===== src/rtl/intc_seq_if.sv =====
// Bundle of request, control-unit and datapath-sequencing signals shared
// between the interrupt controller and the CPU core.
interface intc_seq_if #(
  parameter int N_IRQ = 8,
  parameter int PC_W  = 10
);
  logic [N_IRQ-1:0] irq;
  logic             mask_we;
  logic [N_IRQ-1:0] mask_wd;
  logic             gie_set;
  logic             gie_clr;
  logic             reti;
  logic             stack_full;
  logic             int_take;
  logic             push;
  logic             squash;
  logic [PC_W-1:0]  vector;
  logic [2:0]       irq_id;
  logic [N_IRQ-1:0] pending;
  logic [N_IRQ-1:0] isr;
  logic             gie;

  modport slave (
    input  irq, mask_we, mask_wd, gie_set, gie_clr, reti, stack_full,
    output int_take, push, squash, vector, irq_id, pending, isr, gie
  );

  modport master (
    output irq, mask_we, mask_wd, gie_set, gie_clr, reti, stack_full,
    input  int_take, push, squash, vector, irq_id, pending, isr, gie
  );
endinterface


===== src/rtl/intc_seq.sv =====
// Vectored interrupt controller: synchronises and edge-detects request lines,
// arbitrates by fixed priority and sequences the one-cycle datapath entry.
module intc_seq #(
  parameter int          N_IRQ      = 8,
  parameter int          PC_W       = 10,
  parameter int unsigned VEC_BASE   = 32'h3C0,
  parameter int unsigned VEC_STRIDE = 4
) (
  input  logic      clk,
  input  logic      reset,
  intc_seq_if.slave bus
);
  localparam logic [1:0] ST_RUN   = 2'd0;
  localparam logic [1:0] ST_ENTER = 2'd1;
  localparam logic [1:0] ST_HOLD  = 2'd2;

  logic [N_IRQ-1:0] sync1_q, sync1_d, sync2_q, sync2_d, prev_q, prev_d;
  logic [N_IRQ-1:0] pending_q, pending_d;
  logic [N_IRQ-1:0] isr_q, isr_d;
  logic [N_IRQ-1:0] mask_q, mask_d;
  logic             gie_q, gie_d;
  logic [1:0]       state_q, state_d;
  logic [2:0]       irq_id_q, irq_id_d;

  logic [N_IRQ-1:0] rise;
  logic [N_IRQ-1:0] accept;
  logic             cand_vld, cand_ok, isr_seen;
  logic [2:0]       cand_id;
  logic             eligible;
  logic             entering;
  logic [PC_W-1:0]  vec_addr;

  always_comb begin
    sync1_d = bus.irq;
    sync2_d = sync1_q;
    prev_d  = sync2_q;
    rise    = sync2_q & ~prev_q;

    entering = (state_q == ST_ENTER);
    accept   = entering ? (N_IRQ'(1) << irq_id_q) : '0;

    // Ascending scan: the first pending+enabled line is the candidate; it is
    // blocked if any in-service bit at or above its priority was seen.
    cand_vld = 1'b0;
    cand_ok  = 1'b0;
    cand_id  = '0;
    isr_seen = 1'b0;
    for (int i = 0; i < N_IRQ; i++) begin
      isr_seen = isr_seen | isr_q[i];
      if (!cand_vld && pending_q[i] && mask_q[i]) begin
        cand_vld = 1'b1;
        cand_id  = 3'(i);
        cand_ok  = !isr_seen;
      end
    end

    eligible = cand_vld && cand_ok && gie_q && (state_q == ST_RUN) &&
               !bus.stack_full && !bus.reti;

    // Set wins over accept so a rise during ENTER is not lost.
    pending_d = (pending_q & ~accept) | rise;

    isr_d = isr_q;
    if (entering) begin
      isr_d = isr_q | accept;
    end else if (bus.reti && (isr_q != '0)) begin
      isr_d = isr_q & (isr_q - N_IRQ'(1));
    end

    mask_d = bus.mask_we ? bus.mask_wd : mask_q;

    gie_d = gie_q;
    if (bus.gie_clr) begin
      gie_d = 1'b0;
    end else if (bus.gie_set) begin
      gie_d = 1'b1;
    end

    state_d  = state_q;
    irq_id_d = irq_id_q;
    case (state_q)
      ST_RUN: begin
        if (eligible) begin
          state_d  = ST_ENTER;
          irq_id_d = cand_id;
        end
      end
      ST_ENTER: state_d = ST_HOLD;
      default:  state_d = ST_RUN;
    endcase

    vec_addr = PC_W'(VEC_BASE) + PC_W'(32'(irq_id_q) * VEC_STRIDE);
  end

  always_ff @(posedge clk or negedge reset) begin
    if (!reset) begin
      sync1_q   <= '0;
      sync2_q   <= '0;
      prev_q    <= '0;
      pending_q <= '0;
      isr_q     <= '0;
      mask_q    <= '0;
      gie_q     <= 1'b0;
      state_q   <= ST_RUN;
      irq_id_q  <= '0;
    end else begin
      sync1_q   <= sync1_d;
      sync2_q   <= sync2_d;
      prev_q    <= prev_d;
      pending_q <= pending_d;
      isr_q     <= isr_d;
      mask_q    <= mask_d;
      gie_q     <= gie_d;
      state_q   <= state_d;
      irq_id_q  <= irq_id_d;
    end
  end

  // Sequencing strobes decode registered state only, so they cannot glitch.
  assign bus.int_take = entering;
  assign bus.push     = entering;
  assign bus.squash   = entering;
  assign bus.vector   = entering ? vec_addr : '0;
  assign bus.irq_id   = entering ? irq_id_q : '0;
  assign bus.pending  = pending_q;
  assign bus.isr      = isr_q;
  assign bus.gie      = gie_q;
endmodule


===== src/flat_wrapper.sv =====
// flat-port wrapper written by rule: the top's interface ports become plain ports
module intc_seq_flat 
#(
  parameter int          N_IRQ      = 8,
  parameter int          PC_W       = 10,
  parameter int unsigned VEC_BASE   = 32'h3C0,
  parameter int unsigned VEC_STRIDE = 4
)
  (clk, reset, bus_irq, bus_mask_we, bus_mask_wd, bus_gie_set, bus_gie_clr, bus_reti, bus_stack_full, bus_int_take, bus_push, bus_squash, bus_vector, bus_irq_id, bus_pending, bus_isr, bus_gie);
  intc_seq_if #(.N_IRQ(N_IRQ), .PC_W(PC_W)) bus_i ();
  input  logic clk;
  input  logic reset;
  input wire logic [$bits(bus_i.irq)-1:0] bus_irq;
  input wire logic [$bits(bus_i.mask_we)-1:0] bus_mask_we;
  input wire logic [$bits(bus_i.mask_wd)-1:0] bus_mask_wd;
  input wire logic [$bits(bus_i.gie_set)-1:0] bus_gie_set;
  input wire logic [$bits(bus_i.gie_clr)-1:0] bus_gie_clr;
  input wire logic [$bits(bus_i.reti)-1:0] bus_reti;
  input wire logic [$bits(bus_i.stack_full)-1:0] bus_stack_full;
  output wire logic [$bits(bus_i.int_take)-1:0] bus_int_take;
  output wire logic [$bits(bus_i.push)-1:0] bus_push;
  output wire logic [$bits(bus_i.squash)-1:0] bus_squash;
  output wire logic [$bits(bus_i.vector)-1:0] bus_vector;
  output wire logic [$bits(bus_i.irq_id)-1:0] bus_irq_id;
  output wire logic [$bits(bus_i.pending)-1:0] bus_pending;
  output wire logic [$bits(bus_i.isr)-1:0] bus_isr;
  output wire logic [$bits(bus_i.gie)-1:0] bus_gie;
  assign bus_i.irq = bus_irq;
  assign bus_i.mask_we = bus_mask_we;
  assign bus_i.mask_wd = bus_mask_wd;
  assign bus_i.gie_set = bus_gie_set;
  assign bus_i.gie_clr = bus_gie_clr;
  assign bus_i.reti = bus_reti;
  assign bus_i.stack_full = bus_stack_full;
  assign bus_int_take = bus_i.int_take;
  assign bus_push = bus_i.push;
  assign bus_squash = bus_i.squash;
  assign bus_vector = bus_i.vector;
  assign bus_irq_id = bus_i.irq_id;
  assign bus_pending = bus_i.pending;
  assign bus_isr = bus_i.isr;
  assign bus_gie = bus_i.gie;
  intc_seq #(.N_IRQ(N_IRQ), .PC_W(PC_W), .VEC_BASE(VEC_BASE), .VEC_STRIDE(VEC_STRIDE)) u_core (.clk(clk), .reset(reset), .bus(bus_i));
endmodule

===== config.mk =====
export PLATFORM = sky130hd
export DESIGN_NAME = intc_seq_flat
export DESIGN_NICKNAME = d
export VERILOG_FILES = /design/src/rtl/intc_seq_if.sv /design/src/rtl/intc_seq.sv /design/src/flat_wrapper.sv
export SDC_FILE = /design/constraint.sdc
export NUM_CORES = 1
export LEC_CHECK = 0
export BUFFER_PORTS_ARGS = -buffer_cell sky130_fd_sc_hd__buf_2
export CAP_MARGIN = 20
export CORE_MARGIN = 2
export CORE_UTILIZATION = 45
export DETAILED_ROUTE_END_ITERATION = 7
export PLACE_DENSITY = 0.74
export SLEW_MARGIN = 20
export SYNTH_ARGS = -nofsm -noshare
export SYNTH_HDL_FRONTEND = slang
export SYNTH_SLANG_ARGS = --single-unit

===== constraint.sdc =====
create_clock -name clk -period 3.5 [get_ports clk]
set_clock_uncertainty 0.1 [all_clocks]
set_input_delay 0.175 -clock clk [delete_from_list [all_inputs] [get_ports clk]]
set_output_delay 0.175 -clock clk [all_outputs]
set_load 0.05 [all_outputs]

# Yosys cells after proc, flatten, opt, wreduce, memory -nomap -nowiden
# Cells that the tools add are included.
# W data, S select, Z words.
[totals]
register_bits = 54
latchBits = 0
ram_bits = 0
romBits = 0
output_inout_bits = 33
memories = 0
[classes]
addsub = 2
n_mul = 0
div = 0
magnitude_cmp = 0
n_eq_ne = 2
shift = 1
mux = 32
bitwise = 14
reduce_logical = 43
[ops]
columns = ["cell", "count"]
rows = [
  ["$and A8 B8 Y8", 3],
  ["$mux W8", 3],
  ["$logic_and A1 B1 Y1", 21],
  ["$mux W1", 19],
  ["$logic_not A1 Y1", 17],
  ["$not A8 Y8", 2],
  ["$or A8 B8 Y8", 2],
  ["$mux W3", 5],
  ["$mux W10", 1],
  ["$add A7 B6 Y8 const A", 1],
  ["$reduce_bool A8 Y1", 1],
  ["$shl A1 B3 Y8 const A", 1],
  ["$sub A8 B1 Y8 const B", 1],
  ["$or A1 B1 Y1", 7],
  ["$mux W2", 3],
  ["$pmux W2 S2", 1],
  ["$reduce_bool A2 Y1", 2],
  ["$eq A2 B1 Y1 const B", 1],
  ["$logic_not A2 Y1", 1],
  ["$ne A2 B1 Y1 const B", 1],
  ["$reduce_and A2 Y1", 1],
]

# Logic depth before layout (Yosys ltp)
[depth]
ltp_word = 37
ltp_mapped = 7
mapped_depth_nobuf = 6

# Worst setup path after synthesis
# No wires, ideal clock.
[synth_timing]
path_type = "reg-to-output"
from = "register u_core.state_q[1]"
to = "output port bus_vector[4]"
arrival_ns = 2.100
required_time_ns = 3.225
slack_ns = 1.125
path_stages_with_launch = 6
path_buffers = 2
path_cell_list = "dfrtp_1 nand2b_1 inv_1 and2_1 clkbuf_1 buf_4"
[synth_between]
elab_chain_cells = 2
[synth_lines]
columns = ["item", "line_no", "text"]
rows = [
  ["start, declared", "intc_seq.sv:22", "logic [1:0] state_q, state_d;"],
  ["start signal, assigned", "intc_seq.sv:114", "state_q <= state_d;"],
  ["$eq A2 B1 Y1", "intc_seq.sv:39", "entering = (state_q == ST_ENTER);"],
  ["net bus_int_take", "flat_wrapper.sv:20", "output wire logic [$bits(bus_i.int_take)-1:0] bus_int_take;"],
  ["$mux W10", "intc_seq.sv:123", "assign bus.vector = entering ? vec_addr : '0;"],
  ["end, declared", "flat_wrapper.sv:23", "output wire logic [$bits(bus_i.vector)-1:0] bus_vector;"],
]
# The timed path passes the listed nets, and every way through them passes these cells.

# Worst setup path after layout
[layout_timing]
from = "register u_core.isr_q[0] (netlist: u_core.bus.isr[0])"
to = "register u_core.irq_id_q[2]"
[layout_between]
elab_chain_cells = 15
[layout_lines]
columns = ["item", "line_no", "text"]
rows = [
  ["start, declared", "intc_seq.sv:19", "logic [N_IRQ-1:0] isr_q, isr_d;"],
  ["start signal, assigned", "intc_seq.sv:111", "isr_q <= isr_d;"],
  ["$logic_not A1 Y1 or $or A1 B1 Y1 (tied branches)", "intc_seq.sv:53, intc_seq.sv:49", ""],
  ["$mux W1, or another cell as far along (6 in series)", "intc_seq.sv:50", "if (!cand_vld && pending_q[i] && mask_q[i]) begin"],
  ["$mux W1 or $logic_not A1 Y1 (tied branches)", "intc_seq.sv:50, intc_seq.sv:53", ""],
  ["$mux W1 (*)", "intc_seq.sv:50", ""],
  ["$logic_and A1 B1 Y1 (*) (4 in series)", "intc_seq.sv:57", "eligible = cand_vld && cand_ok && gie_q && (state_q == ST_RUN) &&"],
  ["$logic_and A1 B1 Y1 (*)", "intc_seq.sv:58", "!bus.stack_full && !bus.reti;"],
  ["$reduce_and A2 Y1 (no line) (*)", "-", ""],
  ["end signal, assigned", "intc_seq.sv:115", "irq_id_q <= irq_id_d;"],
  ["end, declared", "intc_seq.sv:23", "logic [2:0] irq_id_q, irq_id_d;"],
]
# Every way passes the cells marked *; elsewhere a longest branch is shown, timed or not.
# A chain may end at the register's enable or synchronous reset.

==> metrics.md <==
| Metric | Value |
|---|---|
| Worst path buffer plus inverter count | `0` |
| Initial antenna violation count | `0` |
| Max cap viols | `0` |
| Clk buf depth | `2` |
| TritonCTS buffer count | `5` |
| Cells after Synth | `181` |
| First-pass GRT wire length | `6.84 mm` |
| Die Wd | `73.0 um` |
| Synth Register Bits | `54` |
| Synth area leaders | `dfrtp_1 (63%), buf_4 (4.2%), mux2_2 (4.2%)` |
| WL final | `4.20 mm` |
| H-tree depth | `2` |
| Class of the worst hold path | `in -> reg` |
| IO Pins | `56` |
| Final hold violations | `0` |
| FMAX | `0.458 GHz` |
| Worst endpoint data arrival time | `2280 ps` |
| Crit path max-delay family | `compound AO/OA/AOI/OAI gates` |
| Final TNS setup | `0 ps` |
| TritonCTS clock tree | `yes` |
| Register area share after synthesis | `63.1%` |
| Non-Filler Instances | `301` |
| Ratio of cells with drive above 1 in the final layout | `31.2%` |
| Routability cong. | `0.896` |
| Nets | `269` |
| CORE AREA | `0.00466 mm^2` |
| Fin Hold WS | `8.70 ps` |
| CP Capture Type | `register` |
| CP Max Fanout | `8` |
| Post-synth top area share | `63.1%` |
| Root Driver | `clkbuf_8` |
| Total gr overflow | `0` |
| Largest net degree at the start of global routing | `33` |
| Die height | `73.0 um` |
| Leakage | `1.35 nW` |
| Crit start category | `register` |
| Fin. max-slew vios | `0` |
| Top_reg_cell synth | `dfrtp_1` |
| P&R area growth vs syn | `24.1%` |
| Site row count | `25` |
| Mapped Avg Cell Area | `11.8 um^2` |
| CP max-delay cell | `dfrtp_1` |
| Cell taking the most area after synthesis | `dfrtp_1` |
| # diodes | `0` |
| R2R Setup Slk | `1310 ps` |
| Final antenna-violating net count | `0` |
| Pwr/cell area | `606 mW/mm^2` |
| Gr usage total | `17.4%` |
| YS warnings | `0` |
| Die Area | `0.00533 mm^2` |
| Met3 routed WL | `223 um` |
| Top sig layer | `met4` |
| DP HPWL | `3.10 mm` |
| Latest clock arrival within the worst-skew pair | `310 ps` |
| Drt via density | `5.07` |
| Drt wl/cell | `13.9 um` |
| RSZ-0062 raised after global routing | `false` |
| CP Cell Sequence | `or3_1 -> a21oi_1 -> o211ai_1 -> a211oi_4 -> mux2_4` |
| Wire length on met1 | `1.78 mm` |
| Via count | `1525` |
| Synth Cell Area | `0.00214 mm^2` |
| EDFF count, synth | `0` |
| CP peak stage delay | `470 ps` |
| WP data required | `3600 ps` |
| Netlist cell types | `41` |
| Placed cell count | `275` |
| Vias in the first global route | `1490` |
| # DRC | `0` |
| Setup-failing EPs final | `0` |
| Drt first pass iters | `4` |
| Final worst path period share | `62.4%` |
| Worst ir drop on vdd | `276 uV` |
| Met2 WL | `2.11 mm` |
| Clock sinks | `54` |
| Status | `finished clean` |
| Reg clk slew, reported paths | `100 ps` |
| DRT iter0 DRCs | `72` |
| Setup Buffers After CTS | `0` |
| Initial core utilization | `45.9%` |
| Port Buf Inserts | `52` |
| Tmin final | `2190 ps` |
| Post-synth ARST share | `100%` |
| Setup CP Type | `reg -> reg` |
[cell usage after synthesis, drive strengths merged, types with 2 or more instances]
| master | count |
|---|---|
| dfrtp | 54 |
| nand2b | 2 |
| inv | 14 |
| buf | 13 |
| nor2b | 2 |
| and3 | 2 |
| or4 | 2 |
| nor3 | 3 |
| nand2 | 22 |
| a22oi | 4 |
| a21oi | 8 |
| nor2 | 8 |
| o21ai | 10 |
| nand3 | 2 |
| clkbuf | 2 |
| mux2 | 10 |
| and2 | 4 |
| o22ai | 2 |
[state kept, by name, summed over array words and instances (netlist names)]
register / flops
u_core.bus.isr: 8
u_core.bus.pending: 8
u_core.mask_q: 8
u_core.prev_d: 8
u_core.prev_q: 8
u_core.sync1_q: 8
u_core.irq_id_q: 3
u_core.state_q: 2
u_core.bus.gie: 1
[cell type report]
cell class	instances	area (um^2)
fillers	389	2000
flip-flops and latches	54	1350
multi-input cells	100	642
repair buffers	71	448
clock buffers	5	68.8
well taps	54	67.6
inverters	14	52.6
clock inverters	3	26.3
[report_power, final]
part	total [mW]	internal [mW]	switching (mW)	leakage, nW
logic	0.484	0.173	0.311	0.672
registers	0.764	0.690	0.0743	0.633
clock network	0.362	0.149	0.213	0.0495
total	1.61	1.01	0.598	1.35
[layer usage]
metal  vias up  track usage (%)
li1        731                -
met1       737             21.5
met2        47             28.4
met3        10             4.70
met4         0             8.23
met5         -                0
[worst register-to-register path: cells and delay by family (launching register included)]
| kind | cells | cell delay [ps] |
|---|---|---|
| AO/OA/AOI/OAI | 3 | 720 |
| flip-flops | 1 | 470 |
| AND/OR/NAND/NOR | 1 | 460 |
| multiplexers | 1 | 330 |
[metrics by stage]
step	util [%]	area (um^2)	setup slack, ps	power (mW)
floorplan	-	2150	1130	1.14
global placement	51.1	2380	1400	1.24
detailed placement	51.1	2380	1340	1.25
CTS	57.0	2660	1320	1.63
global route	57.0	2660	1210	1.70
finish	57.0	2660	1310	1.61
[what timing repair did]
item                                    4_1_cts  5_1_grt
resized for setup                             0        0
hold endpoints to repair                     38        0
hold buffers                                 18        0
endpoints found under the setup margin        0        0
[layout by cell type (no fill, tap or decap), types with 4 or more instances in the layout]
cell	instances
dfrtp_1	54
buf_2	52
nand2_1	22
a21oi_1	8
and2_1	4
dlygate4sd3_1	18
clkbuf_8	5
nor2_1	8
o21ai_1	8
inv_1	14
a22oi_1	4
mux2_2	8
[final timing paths]
path / start / to / cells past startpoint
worst max register to register: u_core.bus.isr[0] / u_core.irq_id_q[2] / 5
worst min-delay path: bus_mask_wd[4] / u_core.mask_q[4] / 2
max in group asynchronous: reset / u_core.irq_id_q[2] / 3
worst min register to register: u_core.sync1_q[1] / u_core.prev_d[1] / 0
worst max-delay path: u_core.bus.isr[0] / u_core.irq_id_q[2] / 5
min in group asynchronous: reset / u_core.sync1_q[5] / 2
[kinds of logic (layout without fill, tap and decap cells)]
group                  Yosys count  after routing  synth area share [%]
flip-flops                      54             54                  63.1
AO/OA/AOI/OAI                   35             35                  11.2
buffers and inverters           29             93                  7.25
multiplexers                    10             10                  5.61
AND/OR/NAND/NOR                 52             52                  12.6
other                            1              3                 0.175
Note: power is estimated with default switching activity, not from simulation.
